[src/rtl/keypad_pkg.sv]
// Shared types and the key legend for the 4x4 matrix keypad scanner.
package keypad_pkg;

  // What one full scan frame saw across all 16 switches
  typedef enum logic [1:0] {
    RES_NONE   = 2'd0,
    RES_SINGLE = 2'd1,
    RES_MULTI  = 2'd2
  } res_kind_e;

  // code is kept at 0 unless kind is RES_SINGLE, so whole-struct compares are meaningful
  typedef struct packed {
    res_kind_e  kind;
    logic [3:0] code;
  } frame_res_t;

  typedef enum logic {
    ST_RELEASED = 1'b0,
    ST_PRESSED  = 1'b1
  } key_state_e;

  // Printed legend of the Pmod KYPD: row-major, row 3 reads 0 F E D
  function automatic logic [3:0] key_legend(input logic [1:0] row, input logic [1:0] col);
    logic [3:0] code;
    case ({row, col})
      4'h0: code = 4'h1;  4'h1: code = 4'h2;  4'h2: code = 4'h3;  4'h3: code = 4'hA;
      4'h4: code = 4'h4;  4'h5: code = 4'h5;  4'h6: code = 4'h6;  4'h7: code = 4'hB;
      4'h8: code = 4'h7;  4'h9: code = 4'h8;  4'hA: code = 4'h9;  4'hB: code = 4'hC;
      4'hC: code = 4'h0;  4'hD: code = 4'hF;  4'hE: code = 4'hE;  4'hF: code = 4'hD;
      default: code = 4'h0;
    endcase
    return code;
  endfunction

endpackage

[src/rtl/key_sync.sv]
// Two-flop synchronizer for the pulled-up row sense lines; idles high (no key).
module key_sync (
  input  logic       clk,
  input  logic       rst_n,
  input  logic [3:0] d,
  output logic [3:0] q
);

  logic [3:0] meta;

  // Double-register raw rows into the clk domain
  always_ff @(posedge clk or negedge rst_n) begin
    if (!rst_n) begin
      meta <= 4'hF;
      q    <= 4'hF;
    end else begin
      meta <= d;
      q    <= meta;
    end
  end

endmodule

[src/rtl/keypad_scanner.sv]
// 4x4 keypad scanner: column ring, per-frame closure tally, frame debounce,
// press/release FSM and a valid/ack key output with sticky overrun.
module keypad_scanner
  import keypad_pkg::*;
#(
  parameter int SCAN_DIV     = 20000,
  parameter int DEBOUNCE_CNT = 4
) (
  input  logic       clk,
  input  logic       rst_n,
  output logic [3:0] col_n,
  input  logic [3:0] row_n,
  output logic [3:0] key_code,
  output logic       key_valid,
  input  logic       key_ack,
  output logic       key_held,
  output logic       overrun
);

  localparam int DW = $clog2(SCAN_DIV);
  localparam int SW = $clog2(DEBOUNCE_CNT + 1);
  localparam logic [DW-1:0] DWELL_LAST = DW'(SCAN_DIV - 1);
  localparam logic [SW-1:0] STAB_MAX   = SW'(DEBOUNCE_CNT);

  logic [DW-1:0] dwell;
  logic [1:0]    col;
  logic [3:0]    row_s;
  logic          sample, frame_end;

  logic [1:0]    acc_n;      // closures so far this frame, saturating at 2
  logic [3:0]    acc_code;   // code of the first closure seen this frame
  logic [2:0]    col_hits;
  logic [3:0]    col_code;
  logic [2:0]    tot;
  frame_res_t    fres;

  frame_res_t    prev, prev_nxt;
  logic [SW-1:0] stab, stab_nxt;
  logic          stable;
  key_state_e    state;

  key_sync u_sync (
    .clk   (clk),
    .rst_n (rst_n),
    .d     (row_n),
    .q     (row_s)
  );

  assign sample    = (dwell == DWELL_LAST);
  assign frame_end = sample && (col == 2'd3);

  // Dwell counter and one-cold column ring; advance after the sampling cycle
  always_ff @(posedge clk or negedge rst_n) begin
    if (!rst_n) begin
      dwell <= '0;
      col   <= 2'd0;
      col_n <= 4'b1110;
    end else if (sample) begin
      dwell <= '0;
      col   <= col + 2'd1;
      col_n <= {col_n[2:0], col_n[3]};
    end else begin
      dwell <= dwell + DW'(1);
    end
  end

  // Closures in the current column and the running frame result including them
  always_comb begin
    col_hits = 3'd0;
    col_code = 4'h0;
    for (int r = 0; r < 4; r++) begin
      if (!row_s[r]) begin
        if (col_hits == 3'd0) col_code = key_legend(2'(r), col);
        col_hits = col_hits + 3'd1;
      end
    end
    tot  = {1'b0, acc_n} + col_hits;
    fres = '{kind: RES_NONE, code: 4'h0};
    if (tot == 3'd1)
      fres = '{kind: RES_SINGLE, code: (acc_n == 2'd1) ? acc_code : col_code};
    else if (tot >= 3'd2)
      fres = '{kind: RES_MULTI, code: 4'h0};
  end

  // Frame accumulator: fold each column sample in, clear at frame end
  always_ff @(posedge clk or negedge rst_n) begin
    if (!rst_n) begin
      acc_n    <= 2'd0;
      acc_code <= 4'h0;
    end else if (frame_end) begin
      acc_n    <= 2'd0;
      acc_code <= 4'h0;
    end else if (sample) begin
      acc_n <= (tot >= 3'd2) ? 2'd2 : tot[1:0];
      if (acc_n == 2'd0 && col_hits != 3'd0) acc_code <= col_code;
    end
  end

  // Stability count over frames; MULTI frames leave everything untouched
  always_comb begin
    stab_nxt = stab;
    prev_nxt = prev;
    if (frame_end && fres.kind != RES_MULTI) begin
      if (fres == prev) begin
        stab_nxt = (stab == STAB_MAX) ? stab : stab + SW'(1);
      end else begin
        stab_nxt = SW'(1);
        prev_nxt = fres;
      end
    end
    stable = frame_end && (fres.kind != RES_MULTI) && (stab_nxt == STAB_MAX);
  end

  // Debounce state registers
  always_ff @(posedge clk or negedge rst_n) begin
    if (!rst_n) begin
      stab <= '0;
      prev <= '{kind: RES_NONE, code: 4'h0};
    end else begin
      stab <= stab_nxt;
      prev <= prev_nxt;
    end
  end

  // Press/release FSM with the key handshake; a press during a pending key is an overrun
  // unless that key is being acked on the same edge
  always_ff @(posedge clk or negedge rst_n) begin
    if (!rst_n) begin
      state     <= ST_RELEASED;
      key_held  <= 1'b0;
      key_valid <= 1'b0;
      key_code  <= 4'h0;
      overrun   <= 1'b0;
    end else begin
      if (key_valid && key_ack) key_valid <= 1'b0;
      case (state)
        ST_RELEASED: begin
          if (stable && fres.kind == RES_SINGLE) begin
            state    <= ST_PRESSED;
            key_held <= 1'b1;
            if (!key_valid || key_ack) begin
              key_code  <= fres.code;
              key_valid <= 1'b1;
            end else begin
              overrun <= 1'b1;
            end
          end
        end
        ST_PRESSED: begin
          if (stable && fres.kind == RES_NONE) begin
            state    <= ST_RELEASED;
            key_held <= 1'b0;
          end
        end
        default: state <= ST_RELEASED;
      endcase
    end
  end

endmodule

[config.mk]
export PLATFORM = sky130hd
export DESIGN_NAME = keypad_scanner
export DESIGN_NICKNAME = d
export VERILOG_FILES = /design/src/rtl/keypad_pkg.sv /design/src/rtl/key_sync.sv /design/src/rtl/keypad_scanner.sv
export SDC_FILE = /design/constraint.sdc
export NUM_CORES = 1
export LEC_CHECK = 0
export CAP_MARGIN = 10
export CORE_MARGIN = 1
export CORE_UTILIZATION = 43
export DETAILED_ROUTE_END_ITERATION = 16
export PLACE_DENSITY = 0.68
export REMOVE_ABC_BUFFERS = 1
export SLEW_MARGIN = 20
export SYNTH_ARGS = -nofsm -noshare
export SYNTH_HDL_FRONTEND = slang
export SYNTH_HIERARCHICAL = 1
export SYNTH_SLANG_ARGS = --single-unit
[constraint.sdc]
create_clock -name clk -period 5.1 [get_ports clk]
set_input_delay 1.02 -clock clk [delete_from_list [all_inputs] [get_ports clk]]
set_output_delay 1.02 -clock clk [all_outputs]
set_load 0.1 [all_outputs]
# --- Word-level counts from Yosys, hierarchy flattened ---
# Index checks and enable logic that the tools add are counted.
totals:
  inputBits: 7
  output_inout_bits: 11
  regBits: 52
  memories: 0
  mem_bits_rw: 0
  rom_bits: 0
  latch_bits: 0
  word_cells: 100
op_classes:
  bitwise: 3
  magnitude_cmp: 1
  mux: 38
  add_sub_neg: 7
  div_mod_pow: 0
  reduce_logical: 23
  shifts: 0
  n_eq_ne: 13
  multipliers: 0
ops:
  columns: ["operator", "count"]
  rows:
  - ["$pmux W4 S4", 4]
  - ["$mux W4", 11]
  - ["$mux W3", 6]
  - ["$add A15 B1 Y15 const B", 1]
  - ["$eq A15 B15 Y1 const B", 1]
  - ["$mux W15", 1]
  - ["$add A3 B1 Y3 const B", 4]
  - ["$mux W6", 2]
  - ["$logic_not A3 Y1", 3]
  - ["$mux W1", 9]
  - ["$logic_and A1 B1 Y1", 7]
  - ["$eq A2 B1 Y1 const B", 3]
  - ["$eq A3 B3 Y1 const B", 2]
  - ["$eq A6 B6 Y1", 1]
  - ["$logic_not A2 Y1", 3]
  - ["$mux W2", 3]
  - ["$reduce_and A2 Y1", 3]
  - ["$reduce_and A3 Y1", 2]
  - ["$eq A2 B2 Y1 const B", 2]
  - ["$ne A2 B2 Y1 const B", 2]
  - ["$pmux W1 S2", 2]
  - ["$reduce_bool A2 Y1", 2]
  - ["$add A2 B3 Y3", 1]
  - ["$eq A3 B1 Y1 const B", 1]
  - ["other kinds (7)", 9]

# --- Logic depth before layout (Yosys ltp) ---
# Gate-level depths: netlist of run 1.
depth:
  ltp_word: 19
  depth_mapped: 17
  depth_no_buf: 15

# --- By module ---
# Netlist of run 1, hierarchy kept.
by_module_without_submodules:
  columns: ["mod", "cells_each", "seq_area_each_um2", "instances", "area_each_um2"]
  rows:
  - ["keypad_scanner", 285, 1104.8, 1, 2732.6]
  - ["key_sync", 8, 210.2, 1, 210.2]

# --- Least setup slack after synthesis of run 1 ---
# Ideal clock, no wire load.
synth_timing:
  path_kind: "register -> register"
  startpoint: "reg u_sync.q[0]"
  endpoint: "reg key_code[1]"
  setup_slack_ns: 0.899
  required_ns: 4.975
  t_arrival_ns: 4.076
  path_buffers: 1
  setup_time_ns: 0.125
  path_stages_with_launch: 16
  period_less_slack_ns: 4.201
  path_cell_list: "dfstp_2 inv_1 ha_1 xnor2_1 inv_1 ha_1 mux2i_1 inv_1 fa_1 xnor3_1 nand3_1 or4_4 a211oi_1 and4b_1 buf_2 mux2_2"
synth_via:
  elab_chain_cells: 18
  word_cells_on_any_way: 33
  classes_between: "add/sub (4); order compare (1); eq/ne (5); mux (16); reduce/logical (7)"
synth_rtl:
  columns: ["element", "line", "source"]
  rows:
  - ["from (decl)", "key_sync.sv:6", "output logic [3:0] q"]
  - ["from (signal assigned)", "key_sync.sv:18", "q <= meta;"]
  - ["$mux W1", "keypad_scanner.sv:72", "if (!row_s[r]) begin"]
  - ["$add A3 B1 Y3", "keypad_scanner.sv:74", "col_hits = col_hits + 3'd1;"]
  - ["$mux W3", "keypad_scanner.sv:72", null]
  - ["$add A3 B1 Y3", "keypad_scanner.sv:74", null]
  - ["$mux W3", "keypad_scanner.sv:72", null]
  - ["$add A3 B1 Y3", "keypad_scanner.sv:74", null]
  - ["$mux W3", "keypad_scanner.sv:72", null]
  - ["$add A2 B3 Y3", "keypad_scanner.sv:77", "tot = {1'b0, acc_n} + col_hits;"]
  - ["[2 not listed]", null, null]
  - ["$mux W6 *", "keypad_scanner.sv:79", "if (tot == 3'd1)"]
  - ["$eq A6 B6 Y1 or $ne A2 B2 Y1 (tied branches)", "keypad_scanner.sv:104, keypad_scanner.sv:103, keypad_scanner.sv:111", null]
  - ["$mux W3 or $logic_and A1 B1 Y1 (tied branches)", "keypad_scanner.sv:104, keypad_scanner.sv:103, keypad_scanner.sv:111", null]
  - ["$mux W3", "keypad_scanner.sv:103", "if (frame_end && fres.kind != RES_MULTI) begin"]
  - ["$eq A3 B3 Y1", "keypad_scanner.sv:111", "stable = frame_end && (fres.kind != RES_MULTI) && (stab_nxt == STAB_MAX);"]
  - ["$logic_and A1 B1 Y1", "keypad_scanner.sv:111", null]
  - ["$logic_and A1 B1 Y1", "keypad_scanner.sv:138", "if (stable && fres.kind == RES_SINGLE) begin"]
  - ["$reduce_and A3 Y1 (no source line)", null, null]
  - ["to (signal assigned)", "keypad_scanner.sv:142", "key_code <= fres.code;"]
  - ["to (decl)", "keypad_scanner.sv:13", "output logic [3:0] key_code,"]
# Mark *: on every way between the ends. The rest lies on a longest branch, timed or not.
# A chain may end at the register's enable or synchronous reset.

# --- Worst setup path in the final report of run 1 ---
layout_timing:
  startpoint: "reg u_sync.q[0]"
  endpoint: "reg key_code[2]"
# Same word-level chain as after synthesis.

==> results_dict.tcl, run 1 <==
set metrics [dict create \
    crit_start "u_sync/q[0]$_DFF_PN1_" \
    drtIter0Drc 146 \
    fin_nets 332 \
    slew_headroom_pct 34.8 \
    die_width_um 84.7 \
    grt_pass1_vias 2016 \
    fillers 596 \
    synth.distinct_cells 67 \
    fin_ws_ns 0.620 \
    num_io_pins 18 \
    core_area_mm2 0.00649 \
    gp_congestion 0.813 \
    chipHeight_um 84.7 \
    cts_root_buffer "clkbuf_8" \
    outcome "complete, no violations" \
    setup.worst_path.start_class "flop" \
    rows 29 \
    vias 2112 \
    dpl_cell_area_mm2 0.00317 \
    stdcell_area_mm2 0.00328 \
    crit_type "reg2reg" \
    path_max_fanout 5 \
    post_drt_wl_per_cell_um 14.0 \
    routed_wl_mm 5.43 \
    ant_nets 0 \
    crit_path_end_kind "flop" \
    max_freq_mhz 223 \
    min_from "u_sync/meta[0]$_DFF_PN1_" \
    cts_made_buffers 5 \
    pre_cts_ws_ns 0.602 \
    mappedNetlistArea_mm2 0.00294 \
    htreeDepth 2 \
    dieArea_mm2 0.00718 \
    remaining_drc_errors 0 \
    finalCritPeriodShare_pct 87.8 \
    grt_usage_pct 16.4 \
    r2r_start "u_sync/q[0]$_DFF_PN1_" \
    diodes 0 \
    ys_ff_latch 52 \
    crit_arrival_ns 4.69 \
    rsz0062_at_grt "no" \
    power_density_mw_per_mm2 246 \
    slew_violations 0 \
    required_ns 5.31 \
    grt_pass1_wl_mm 9.36 \
    synth.avg_cell_area_um2 10.0 \
    post-route-min-period_ns 4.48 \
    synthCells 293 \
    synth_warnings 6 \
    worst_pin_slew_ns 0.975 \
    drive_gt1_share_pct 12.5 \
    cts_tree "done" \
    antenna_found_initial 0 \
    synth_edf_count 0 \
    io_buffer_count 17 \
    max_cap_violations 0 \
    vias_per_cell 5.44 \
    cts_sinks 52 \
    cts_resized 0 \
    ctsHoldBuffers 0 \
    cts_setup_buffers 0 \
    final_hold_viol_count 0 \
    clockBufferDepth 2 \
    leakage_nw 1.44 \
    grt_overflow 0 \
    synth_ff_type "dfrtp_1" \
    firstDrtPassIters 4 \
    async_flop_share_pct 100 \
    dp_hpwl_mm 3.92 \
    min_path_type "reg2reg" \
    ys_seq_area_share_pct 44.7 \
    setup_tns_ns 0 \
    fin_skew_ns 0.00894 \
    start_util_pct 45.3 \
    setup_viol 0 \
    cts.clk_slew.worst_paths_ns 0.10 \
    clk_latency_ns 0.32 \
    syn2layout_area_growth_pct 11.6 \
    grt_max_degree 53 \
    max-vdd-ir-drop_mv 0.124 \
]
==> final cells by class <==
type / instances / area, µm² / share of cell area [%]
sequential: 52 / 1320 / 40.1
inverter: 14 / 52.6 / 1.60
tap: 77 / 96.3 / 2.93
multi-input combinational: 218 / 1520 / 46.4
timing repair buffer: 19 / 180 / 5.49
clock buffer: 5 / 68.8 / 2.10
clock inverter: 3 / 46.3 / 1.41
==> per-layer routing <==
layer	vias to the layer above	global-route usage (%)	routed length [µm]	part of all wire, %
met5	-	0	0	0
met4	0	5.70	105	1.9
met3	10	3.15	127	2.3
met2	25	26.1	2440	45
met1	998	22.4	2760	51
li1	1079	-	-	-
==> critical path, stage by stage (launching register included) <==
cell	delay, ns
dfstp_2	0.57
inv_1	0.06
ha_1	0.36
xnor2_1	0.30
inv_1	0.08
ha_1	0.29
mux2i_1	0.16
inv_1	0.08
fa_1	0.39
xnor3_1	0.41
nand3_1	0.12
or4_4	0.58
a211oi_1	0.27
and4b_1	0.33
mux2_2	0.36
==> synth_stat cells (all sizes together) (3+ instances only) <==
library cell,n,area share [%]
a211oi,5,1.7
a21oi,10,1.8
and2,4,0.85
and3,5,1.1
buf,4,1.1
clkbuf,5,0.64
dfrtp,41,35
dfstp,11,9.8
ha,14,6.0
inv,14,1.8
mux2,7,2.7
mux2i,3,1.0
nand2,31,4.0
nand2b,7,1.5
nand3,10,1.7
nand4,9,1.9
nor2,22,2.8
nor2b,6,1.5
nor3,9,1.7
nor3b,4,1.0
nor4,4,0.85
o21ai,9,1.5
o31ai,4,1.0
or2,3,0.64
xnor2,9,2.7
xor2,7,2.1
==> path summary, 6_finish.rpt <==
check,endpoint,slack (ns),cells past startpoint
setup reg to reg,key_code[2]$_DFFE_PN0P_,0.62,14
hold reg to reg,u_sync/q[0]$_DFF_PN1_,0.36,0
setup / recovery,key_code[2]$_DFFE_PN0P_,0.62,14
hold / removal,u_sync/q[0]$_DFF_PN1_,0.36,0
min in group asynchronous,col[1]$_DFFE_PN0N_,0.81,2
max in group asynchronous,prev[4]$_DFFE_PN0P_,3.86,2
==> state kept, by name, summed over array words and instances (netlist names) <==
signal       cells
dwell           15
prev             6
acc_code         4
col_n            4
key_code         4
u_sync/meta      4
u_sync/q         4
stab             3
acc_n            2
col              2
key_held         1
key_valid        1
overrun          1
state            1
==> cells by family (layout without fill, tap and decap cells) <==
group,after synthesis,in the layout,synth area share [%]
AOI/OAI and AO/OA,50,50,12.8
xor gates and xnor gates,17,17,5.53
DFF,52,52,44.7
buffers and inverters,23,41,3.53
muxes,10,10,3.70
adders and majority gates,15,15,6.63
and+or+nand+nor,126,126,23.1
==> per-stage QoR <==
step	hold WS [ns]	power (mW)	util [%]	cells
detailed placement	0.347	0.520	48.8	380
finish	0.361	0.808	50.5	388
CTS	0.363	0.818	50.5	388
global placement	0.347	0.518	48.8	380
global route	0.366	0.845	50.5	388
floorplan	0.345	0.490	-	284
==> power by group <==
part / total [mW] / internal, mW / switching (mW)
combinational: 0.0896 / 0.0352 / 0.0544
clock: 0.297 / 0.149 / 0.148
sequential: 0.422 / 0.418 / 0.00353
total: 0.808 / 0.602 / 0.206
==> cells in the final DEF (no fill, tap or decap), drive strengths merged, types with 2 or more instances in the layout <==
cell and n:
dfrtp 41, nand2 31, nor2 22, clkdlybuf4s50 16, inv 15, ha 14
dfstp 11, nand3 10, a21oi 10, xnor2 9, nand4 9, o21ai 9
nor3 9, xor2 7, nand2b 7, mux2 7, nor2b 6, and3 5
clkbuf 5, a211oi 5, nor4 4, nor3b 4, o31ai 4, and2 4
mux2i 3, or2 3, buf 3, and4 2, o21a 2, a2bb2oi 2
nand3b 2, or4 2, a31oi 2
No activity file was read; power rests on OpenSTA's default activity.
==> run 2, diff against run 1 <==
Settings changed: ABC_AREA set to 1, GPL_ROUTABILITY_DRIVEN set to 0, SKIP_CTS_REPAIR_TIMING set to 1.
==> run 2 against run 1 <==
  * Core utilization increased by 0.56 points
  * Register-to-register slack improved by 0.46 ns
  * Critical path depth increased by 8
  * Sequential power about the same
  * Global-route usage increased by 0.37 points
  * Worst hold slack about the same
  * Fmax increased by 11%
  * Combinational power increased by 5.0%
  * Synthesized cell count increased by 26%
  * Die area increased by 0.71%
  * Power decreased by 6.5%
  * Largest cell class unchanged
==> results_dict.tcl, run 2 <==
set metrics [dict create \
    r2r_start "u_sync/q[0]$_DFF_PN1_" \
    fin_ws_ns 1.08 \
    leakage_nw 1.68 \
    final_common_cell "nand2_1" \
    whs_path_depth 0 \
    htreeDepth 2 \
    netlist_top_cells_area "dfrtp_1 (35%), nand2_1 (12%), dfstp_2 (9.8%), inv_1 (8.2%), ha_1 (5.9%)" \
    stdcell_area_mm2 0.00332 \
    vias 2286 \
    required_ns 5.31 \
    synth_top_area_share_pct 34.6 \
    setup_tns_ns 0 \
    netlist_top_cells_count "nand2_1 (92), inv_1 (65), dfrtp_1 (41), nor2_1 (32), o21ai_0 (19)" \
    reg2reg_depth 22 \
    chipHeight_um 85.0 \
    firstDrtPassIters 4 \
    synth.avg_cell_area_um2 8.01 \
    cts_root_buffer "clkbuf_8" \
    drtIter0Drc 80 \
    grt_pass1_wl_mm 9.67 \
    ys_ff_latch 52 \
    synth.distinct_cells 36 \
    largest_reg_flops 15 \
    vias_per_cell 4.84 \
    drive_gt1_share_pct 13.9 \
    fillers 613 \
    async_flop_share_pct 100 \
    top_regs "dwell x15, prev x6" \
    max_cap_violations 0 \
    synth_warnings 6 \
    min_from "u_sync/meta[2]$_DFF_PN1_" \
    grt_max_degree 53 \
    cts_tree "done" \
    syn2layout_area_growth_pct 12.0 \
    grt_overflow 0 \
    post-route-util_pct 51.1 \
    grt_pass1_vias 2266 \
    crit_arrival_ns 4.23 \
    mappedNetlistArea_mm2 0.00296 \
    num_io_pins 18 \
    crit_path_end_kind "flop" \
    pre_cts_ws_ns 1.09 \
    setup_viol 0 \
    dp_hpwl_mm 4.16 \
    crit_type "reg2reg" \
    cts.clk_slew.worst_paths_ns 0.10 \
    remaining_drc_errors 0 \
    yosysMostFrequentCell "nand2_1" \
    swShare_pct 27.6 \
    comb_power_share_pct 12.4 \
    clockBufferDepth 2 \
    finalCritPeriodShare_pct 78.9 \
    synthCells 370 \
    diodes 0 \
    whs_ns 0.360 \
    final_hold_viol_count 0 \
    min_to "u_sync/q[2]$_DFF_PN1_" \
    grt_usage_pct 16.7 \
    power_density_mw_per_mm2 228 \
    post-route-min-period_ns 4.02 \
    io_buffer_count 17 \
    placed_cells 464 \
    max-vdd-ir-drop_mv 0.130 \
    rsz0062_at_grt "no" \
    synth_edf_count 0 \
    post_drt_wl_per_cell_um 11.4 \
    pwr-share-clk_pct 31.8 \
    p_int_mw 0.547 \
    routed_wl_mm 5.38 \
    ant_nets 0 \
    fin_skew_ns 0.00478 \
    outcome "complete, no violations" \
    rows 29 \
    start_util_pct 45.6 \
    dieArea_mm2 0.00723 \
    cts_sinks 52 \
    regMostFlops "dwell" \
    layout_common_cells "nand2_1 (92), inv_1 (65), dfrtp_1 (41), nor2_1 (32), o21ai_0 (19)" \
    switchingPower_mw 0.209 \
    synth_top_area_cell "dfrtp_1" \
    slew_headroom_pct 35.3 \
    dpl_cell_area_mm2 0.00323 \
    p_seq_share_pct 55.7 \
    rrSetupSlack_ns 1.08 \
    clk_latency_ns 0.31 \
    antenna_found_initial 0 \
    core_area_mm2 0.00649 \
    synth_ff_type "dfrtp_1" \
    p_total_mw 0.756 \
    ys_seq_area_share_pct 44.4 \
    worst_pin_slew_ns 0.967 \
    die_width_um 85.0 \
    path_max_fanout 8 \
    fin_nets 416 \
    min_path_type "reg2reg" \
    slew_violations 0 \
    r2r-end "key_code[3]$_DFFE_PN0P_" \
    setup.worst_path.start_class "flop" \
    max_freq_mhz 248 \
    fin_cells 472 \
    cts_made_buffers 5 \
]
-- run 2: worst max-delay path by stage --
stage                          start                 endpoint  slack [ns]  cells past startpoint
5_1_grt        u_sync/q[0]$_DFF_PN1_  key_code[0]$_DFFE_PN0P_        0.70                     22
6_report       u_sync/q[0]$_DFF_PN1_  key_code[3]$_DFFE_PN0P_        1.08                     22
3_3_place_gp   u_sync/q[0]$_DFF_PN1_  key_code[2]$_DFFE_PN0P_        1.23                     22
3_5_place_dp   u_sync/q[0]$_DFF_PN1_  key_code[3]$_DFFE_PN0P_        1.09                     22
2_1_floorplan  u_sync/q[0]$_DFF_PN1_  key_code[0]$_DFFE_PN0P_        1.41                     22
4_1_cts        u_sync/q[0]$_DFF_PN1_  key_code[3]$_DFFE_PN0P_        1.05                     22
-- run 2: layer usage --
metal  up-vias  global-route usage, %  wire (µm)
met5         -                      0          0
met4         0                   5.55         76
met3         9                   2.72        130
met2        33                   28.2       2570
met1      1037                   22.0       2600
li1       1207                      -          -
-- run 2: kinds of logic after synthesis --
kind of cell	count (synthesis)	synth area share (%)
and+or+nand+nor	193	32.0
buffers and inverters	70	8.86
DFF	52	44.4
AOI/OAI and AO/OA	35	6.67
adders and majority gates	15	6.59
xor gates and xnor gates	5	1.48
-- run 2: final cells by class --
cell class / count / area, µm² / share of cell area, %
clock buffer: 5 / 68.8 / 2.07
clock inverter: 3 / 21.3 / 0.641
tap: 77 / 96.3 / 2.90
sequential: 52 / 1320 / 39.6
multi-input combinational: 248 / 1390 / 41.8
timing repair buffer: 18 / 173 / 5.20
inverter: 69 / 259 / 7.80
-- run 2: worst max-delay path, cell delays in order (launching register included) --
cell	delay (ns)
dfstp_2	0.57
inv_1	0.06
ha_1	0.34
xnor2_1	0.31
inv_1	0.08
ha_1	0.29
nand2_1	0.06
o21ai_0	0.13
fa_1	0.50
nor2_1	0.19
inv_1	0.13
nor2_8	0.18
nand2_2	0.09
nand2_1	0.06
nand2_1	0.05
nor2_2	0.13
nand3_2	0.13
nand2_4	0.11
nand2_2	0.09
nor2_2	0.11
nand4_1	0.16
nand2_1	0.10
nand2_1	0.06
-- run 2: power groups by stage --
stage | registers [mW] | clock network, mW | logic (mW)
2_1_floorplan | 0.431 | 0 | 0.0648
3_3_place_gp | 0.429 | 0 | 0.0935
3_5_place_dp | 0.429 | 0 | 0.0956
4_1_cts | 0.421 | 0.251 | 0.0961
5_1_grt | 0.422 | 0.266 | 0.107
6_report | 0.421 | 0.241 | 0.0941
